===== src/rtl/uart_pkg.sv =====
// uart_pkg: shared UART types, parity codes and baud divisor helper
package uart_pkg;
  typedef enum logic [2:0] {IDLE, START, DATA, PARITY, STOP} tx_state_t;
  localparam int PAR_NONE = 0;
  localparam int PAR_ODD = 1;
  localparam int PAR_EVEN = 2;
  function automatic int baud_div(input int clk_hz, input int baud);
    return (clk_hz + baud / 2) / baud;
  endfunction
endpackage


===== src/rtl/sync_fifo.sv =====
// sync_fifo: single-clock show-ahead FIFO; push when full and pop when empty are dropped
module sync_fifo #(
  parameter int WIDTH = 8,
  parameter int DEPTH = 16
) (
  input  logic                     clk50,
  input  logic                     reset,
  input  logic                     push,
  input  logic                     pop,
  input  logic [WIDTH-1:0]         din,
  output logic [WIDTH-1:0]         dout,
  output logic [$clog2(DEPTH):0]   level,
  output logic                     full,
  output logic                     empty
);
  localparam int AW = $clog2(DEPTH);
  logic [WIDTH-1:0] mem_q [DEPTH];
  logic [AW-1:0] wr_q, rd_q;
  logic [AW:0] level_q;
  logic do_push, do_pop;
  assign full = level_q == (AW+1)'(DEPTH);
  assign empty = level_q == '0;
  assign do_push = push && !full;
  assign do_pop = pop && !empty;
  assign dout = mem_q[rd_q];
  assign level = level_q;
  always_ff @(posedge clk50) if (do_push) mem_q[wr_q] <= din;
  always_ff @(posedge clk50) begin
    if (reset) begin
      wr_q <= '0;
      rd_q <= '0;
      level_q <= '0;
    end else begin
      wr_q <= do_push ? wr_q + AW'(1) : wr_q;
      rd_q <= do_pop ? rd_q + AW'(1) : rd_q;
      level_q <= level_q + (AW+1)'(do_push) - (AW+1)'(do_pop);
    end
  end
endmodule


===== src/rtl/uart_tx_fifo.sv =====
// uart_tx_fifo: FIFO-buffered UART transmitter, LSB first, optional parity and 2 stop bits
module uart_tx_fifo import uart_pkg::*; #(
  parameter int CLK_HZ = 50_000_000,
  parameter int BAUD = 115200,
  parameter int PARITY = 0,
  parameter int STOP_BITS = 1,
  parameter int FIFO_DEPTH = 16
) (
  input  logic                          clk50,
  input  logic                          reset,
  input  logic [7:0]                    tx_data,
  input  logic                          tx_valid,
  output logic                          tx_ready,
  output logic                          uart_tx,
  output logic                          busy,
  output logic [$clog2(FIFO_DEPTH):0]   fifo_level
);
  localparam int DIV = baud_div(CLK_HZ, BAUD);
  localparam int CW = $clog2(STOP_BITS * DIV + 1);
  localparam int LW = $clog2(FIFO_DEPTH) + 1;
  tx_state_t state_q, state_d;
  logic [CW-1:0] cnt_q, cnt_d;
  logic [2:0] bit_q, bit_d;
  logic [7:0] sh_q, sh_d, head;
  logic par_q, par_d, tx_q, tx_d, busy_q, busy_d;
  logic push, pop, full, empty, bit_end, load;
  logic [LW-1:0] lvl_nxt;
  sync_fifo #(.WIDTH(8), .DEPTH(FIFO_DEPTH)) u_fifo (
    .clk50(clk50), .reset(reset), .push(push), .pop(pop), .din(tx_data),
    .dout(head), .level(fifo_level), .full(full), .empty(empty)
  );
  assign tx_ready = !reset && !full;
  assign push = tx_valid && tx_ready;
  // the stop phase is timed as one long bit so two stop bits need no extra state
  assign bit_end = cnt_q == (state_q == STOP ? CW'(STOP_BITS * DIV - 1) : CW'(DIV - 1));
  assign load = !empty && (state_q == IDLE || (state_q == STOP && bit_end));
  assign pop = load;
  assign lvl_nxt = fifo_level + LW'(push) - LW'(pop);
  always_comb begin
    state_d = state_q;
    cnt_d = (state_q == IDLE || bit_end) ? '0 : cnt_q + CW'(1);
    bit_d = bit_q;
    sh_d = sh_q;
    par_d = par_q;
    tx_d = tx_q;
    case (state_q)
      IDLE: tx_d = 1'b1;
      START: if (bit_end) begin
        state_d = DATA;
        tx_d = sh_q[0];
      end
      DATA: if (bit_end) begin
        if (bit_q == 3'd7) begin
          state_d = (PARITY != PAR_NONE) ? uart_pkg::PARITY : STOP;
          tx_d = (PARITY != PAR_NONE) ? par_q : 1'b1;
        end else begin
          bit_d = bit_q + 3'd1;
          sh_d = sh_q >> 1;
          tx_d = sh_q[1];
        end
      end
      uart_pkg::PARITY: if (bit_end) begin
        state_d = STOP;
        tx_d = 1'b1;
      end
      STOP: if (bit_end) state_d = IDLE;
      default: state_d = IDLE;
    endcase
    if (load) begin
      state_d = START;
      tx_d = 1'b0;
      sh_d = head;
      bit_d = '0;
      par_d = (PARITY == PAR_ODD) ? ~^head : ^head;
    end
    busy_d = (state_d != IDLE) || (lvl_nxt != '0);
  end
  always_ff @(posedge clk50) begin
    if (reset) begin
      state_q <= IDLE;
      cnt_q <= '0;
      bit_q <= '0;
      sh_q <= '0;
      par_q <= 1'b0;
      tx_q <= 1'b1;
      busy_q <= 1'b0;
    end else begin
      state_q <= state_d;
      cnt_q <= cnt_d;
      bit_q <= bit_d;
      sh_q <= sh_d;
      par_q <= par_d;
      tx_q <= tx_d;
      busy_q <= busy_d;
    end
  end
  assign uart_tx = tx_q;
  assign busy = busy_q;
endmodule

===== config.mk =====
export PLATFORM = sky130hd
export DESIGN_NAME = uart_tx_fifo
export DESIGN_NICKNAME = d
export VERILOG_FILES = /design/src/rtl/uart_pkg.sv /design/src/rtl/sync_fifo.sv /design/src/rtl/uart_tx_fifo.sv
export SDC_FILE = /design/constraint.sdc
export NUM_CORES = 1
export LEC_CHECK = 0
export ABC_CLOCK_PERIOD_IN_PS = 4500
export BUFFER_PORTS_ARGS = -buffer_cell sky130_fd_sc_hd__buf_2
export CAP_MARGIN = 20
export CORE_MARGIN = 2
export CORE_UTILIZATION = 62
export CTS_CLUSTER_DIAMETER = 30
export DETAILED_ROUTE_END_ITERATION = 12
export PLACE_DENSITY = 0.79
export SETUP_SLACK_MARGIN = 0.15
export SKIP_CTS_REPAIR_TIMING = 1
export SYNTH_ARGS = -nofsm -noshare
export SYNTH_HDL_FRONTEND = slang
export SYNTH_SLANG_ARGS = --single-unit

===== constraint.sdc =====
create_clock -name clk50 -period 4.5 [get_ports clk50]
set_clock_uncertainty 0.05 [all_clocks]
set_input_delay 0 -clock clk50 [delete_from_list [all_inputs] [get_ports clk50]]
set_output_delay 0 -clock clk50 [all_outputs]
set_load 0.1 [all_outputs]

==> impl_metrics.env <==
export IMPL_postSynthCellCount=440
export IMPL_ant_nets=0
export IMPL_synth_main_ff_cell="sky130_fd_sc_hd__edfxtp_1"
export IMPL_groute_usage_overall=0.246
export IMPL_core_area_um2=10900
export IMPL_tritoncts_num_buffers=17
export IMPL_whs_ns=0.0500
export IMPL_crit_path_start_kind="register"
export IMPL_die_y_um=110
export IMPL_drt_wirelength_per_cell_um=21.4
export IMPL_area_growth_synth_to_final_pct=12.9
export IMPL_yosys_register_bits=170
export IMPL_grt_max_degree=34
export IMPL_timing_critical_path_to_type="register"
export IMPL_synthesis_nets=471
export IMPL_num_antenna_cells=0
export IMPL_routed_via_count=3849
export IMPL_dp_cells=584
export IMPL_post_route_cell_area_um2=7890
export IMPL_cts_root_buf="sky130_fd_sc_hd__clkbuf_16"
export IMPL_place_gp_congestion=0.764
export IMPL_number_of_violations_of_the_max_capacitance_limit=0
export IMPL_clock_path_buffers=2
export IMPL_min_path_type="in -> reg"
export IMPL_grt_setup_unrepaired="no"
export IMPL_whs_path_depth=2
export IMPL_worst_path_max_fanout=16
export IMPL_die_width_um=110
export IMPL_p_leak_nw=2.68
export IMPL_yosys_warnings=0
export IMPL_post_synth_num_cell_types=47
export IMPL_placement_cell_area_um2=7210
export IMPL_antenna_violations_before_repair=0
export IMPL_fp_dieArea_um2=12100
export IMPL_grt_first_pass_wirelength_um=21100
export IMPL_vias_per_cell=6.17
export IMPL_status="finished clean"
export IMPL_global_route_peak_usage_layer="met2"
export IMPL_grt_util_met2=0.393
export IMPL_drt_pass1_iter_count=5
export IMPL_ff2ff_path_depth=13
export IMPL_drc=0
export IMPL_crit_buf_inv=3
export IMPL_synthesis_area_per_instance_um2=15.9
export IMPL_layout_drive_gt1_share=0.207
export IMPL_final_instance_count_excl_fill=624
export IMPL_fillCellCount=685
export IMPL_finalCriticalPeriod_ns=3.75
export IMPL_grt_use_met1=0.336
export IMPL_critical_path_cell_count=13
export IMPL_cts_reportedPaths_clkPinSlew_ns=0.06
export IMPL_required_ns=4.72
export IMPL_layout_cells_most_common="sky130_fd_sc_hd__edfxtp_1"
export IMPL_ctsHtreeMaxLevel=4
export IMPL_power_per_cell_area_nw_per_um2=582
export IMPL_maxSlewHeadroom=0.377
export IMPL_power_ir_vdd_worst_uv=487
export IMPL_start_util=0.639
export IMPL_timing_final_crit_share=0.834
export IMPL_routed_wire_length_um=13300
export IMPL_timing_critical_path_slowest_stage_cell="sky130_fd_sc_hd__or4b_1"
export IMPL_crit_path_frequent_cell="sky130_fd_sc_hd__inv_1"
export IMPL_synth_seq_area_share=0.670
export IMPL_critical_path_arrival_ns=3.97
export IMPL_crit_chain="or4b_1 > or3_4 > a21o_1 > inv_1 > ha_1 > inv_1 > ha_1 > inv_1 > fa_1 > xor2_1 > nand4b_1 > nor4_1 > a31oi_1"
export IMPL_detail_route_iter0_violations=358
export IMPL_synth_cell_area_um2=6990
export IMPL_layout_nets=502
export IMPL_place_detailed_hpwl_um=8140
export IMPL_tightest_slew_ns=0.927
export IMPL_num_io_pins=19
export IMPL_grt_pass1_vias=3816
export IMPL_insertion_delay_ns=0.42
export IMPL_max_freq_mhz=266
export IMPL_cp_slowest_stage_delay_ns=0.53
export IMPL_cp_delay_by_family_top="simple AND/OR/NAND/NOR gates"
export IMPL_post_synthesis_async_set_or_reset_flop_share=0
export IMPL_global_route_overflow_total=0
export IMPL_most_used_cells_in_the_layout_excluding_fill_and_tap_cells="128 x sky130_fd_sc_hd__edfxtp_1, 41 x sky130_fd_sc_hd__dfxtp_1, 37 x sky130_fd_sc_hd__nor2_1"
export IMPL_synth_edff_count=128
export IMPL_port_buffer_count=18
export IMPL_use_met3=0.0482
export IMPL_final_max_slew_viol_count=0
export IMPL_timing_setup_tns_ns=0
export IMPL_rows=38
export IMPL_cts_sinks=170
export IMPL_worstSetupPathType="reg -> reg"
export IMPL_clock_tree_from_tritoncts="yes"
export IMPL_timing_hold_violations_final=0
export IMPL_report_final_setup_viol=0
==> registers in the layout (all words and copies together) (netlist names), named ones only <==
| name | flops |
|---|---|
| u_fifo.rd_q | 4 |
| state_q | 3 |
| bit_q | 3 |
| u_fifo.level | 5 |
| u_fifo.mem_q | 128 |
| sh_q | 8 |
| u_fifo.wr_q | 4 |
| uart_tx | 1 |
| cnt_q | 9 |
| busy | 1 |
==> layout make-up <==
type	instances	area [µm²]	area share
flip-flops and latches	170	4690	0.594
clock buffers	19	453	0.0574
inverters	21	78.8	0.00999
repair buffers	34	230	0.0292
well taps	140	175	0.0222
clock inverters	13	143	0.0181
multi-input cells	227	2120	0.269
==> cell usage after synthesis (8+ instances only) <==
cell type / instances / share of area
sky130_fd_sc_hd__and3_1: 8 / 0.0072
sky130_fd_sc_hd__a21oi_1: 9 / 0.0064
sky130_fd_sc_hd__ha_1: 18 / 0.032
sky130_fd_sc_hd__mux4_2: 32 / 0.10
sky130_fd_sc_hd__nor2_1: 37 / 0.020
sky130_fd_sc_hd__edfxtp_1: 128 / 0.55
sky130_fd_sc_hd__nor3_1: 9 / 0.0064
sky130_fd_sc_hd__a22oi_1: 14 / 0.015
sky130_fd_sc_hd__xnor2_1: 9 / 0.011
sky130_fd_sc_hd__mux2i_1: 10 / 0.014
sky130_fd_sc_hd__clkbuf_1: 13 / 0.0070
sky130_fd_sc_hd__inv_1: 21 / 0.011
sky130_fd_sc_hd__xor2_1: 10 / 0.013
sky130_fd_sc_hd__dfxtp_1: 42 / 0.12
sky130_fd_sc_hd__nand2_1: 13 / 0.0070
==> metrics by stage <==
stage | power (mW) | setup WS, ns | utilization
2_1_floorplan | 2.88 | 0.856 | -
3_3_place_gp | 3.11 | 1.04 | 0.660
3_5_place_dp | 3.15 | 0.907 | 0.660
4_1_cts | 4.61 | 0.760 | 0.714
5_1_grt | 4.79 | 0.505 | 0.721
6_report | 4.59 | 0.745 | 0.721
==> worst paths after layout <==
path         startpoint         endpoint  slack, ns
max            cnt_q[6]             busy       0.75
min               reset  u_fifo.level[2]       0.05
max reg2reg    cnt_q[6]             busy       0.75
min reg2reg    cnt_q[0]         cnt_q[0]       0.44
==> where the power goes <==
| part | switching [mW] | internal (mW) | leakage (nW) |
|---|---|---|---|
| registers | 0.113 | 1.79 | 1.50 |
| clock network | 0.592 | 0.852 | 0.295 |
| logic | 0.731 | 0.514 | 0.886 |
| total | 1.44 | 3.15 | 2.68 |
==> per-layer routing <==
| metal | up-vias | part of all wire | wire [µm] |
|---|---|---|---|
| met4 | 0 | 0.025 | 329 |
| met2 | 156 | 0.51 | 6790 |
| met5 | - | 0 | 0 |
| met3 | 21 | 0.064 | 857 |
| met1 | 1927 | 0.40 | 5350 |
| li1 | 1745 | - | - |
==> logic make-up after synthesis <==
family / synth area share
AOI/OAI and AO/OA: 0.0526
muxes: 0.117
adders and majority gates: 0.0379
xor gates and xnor gates: 0.0238
DFF: 0.670
and+or+nand+nor: 0.0720
buffers and inverters: 0.0261
(Power assumes the default switching activity.)
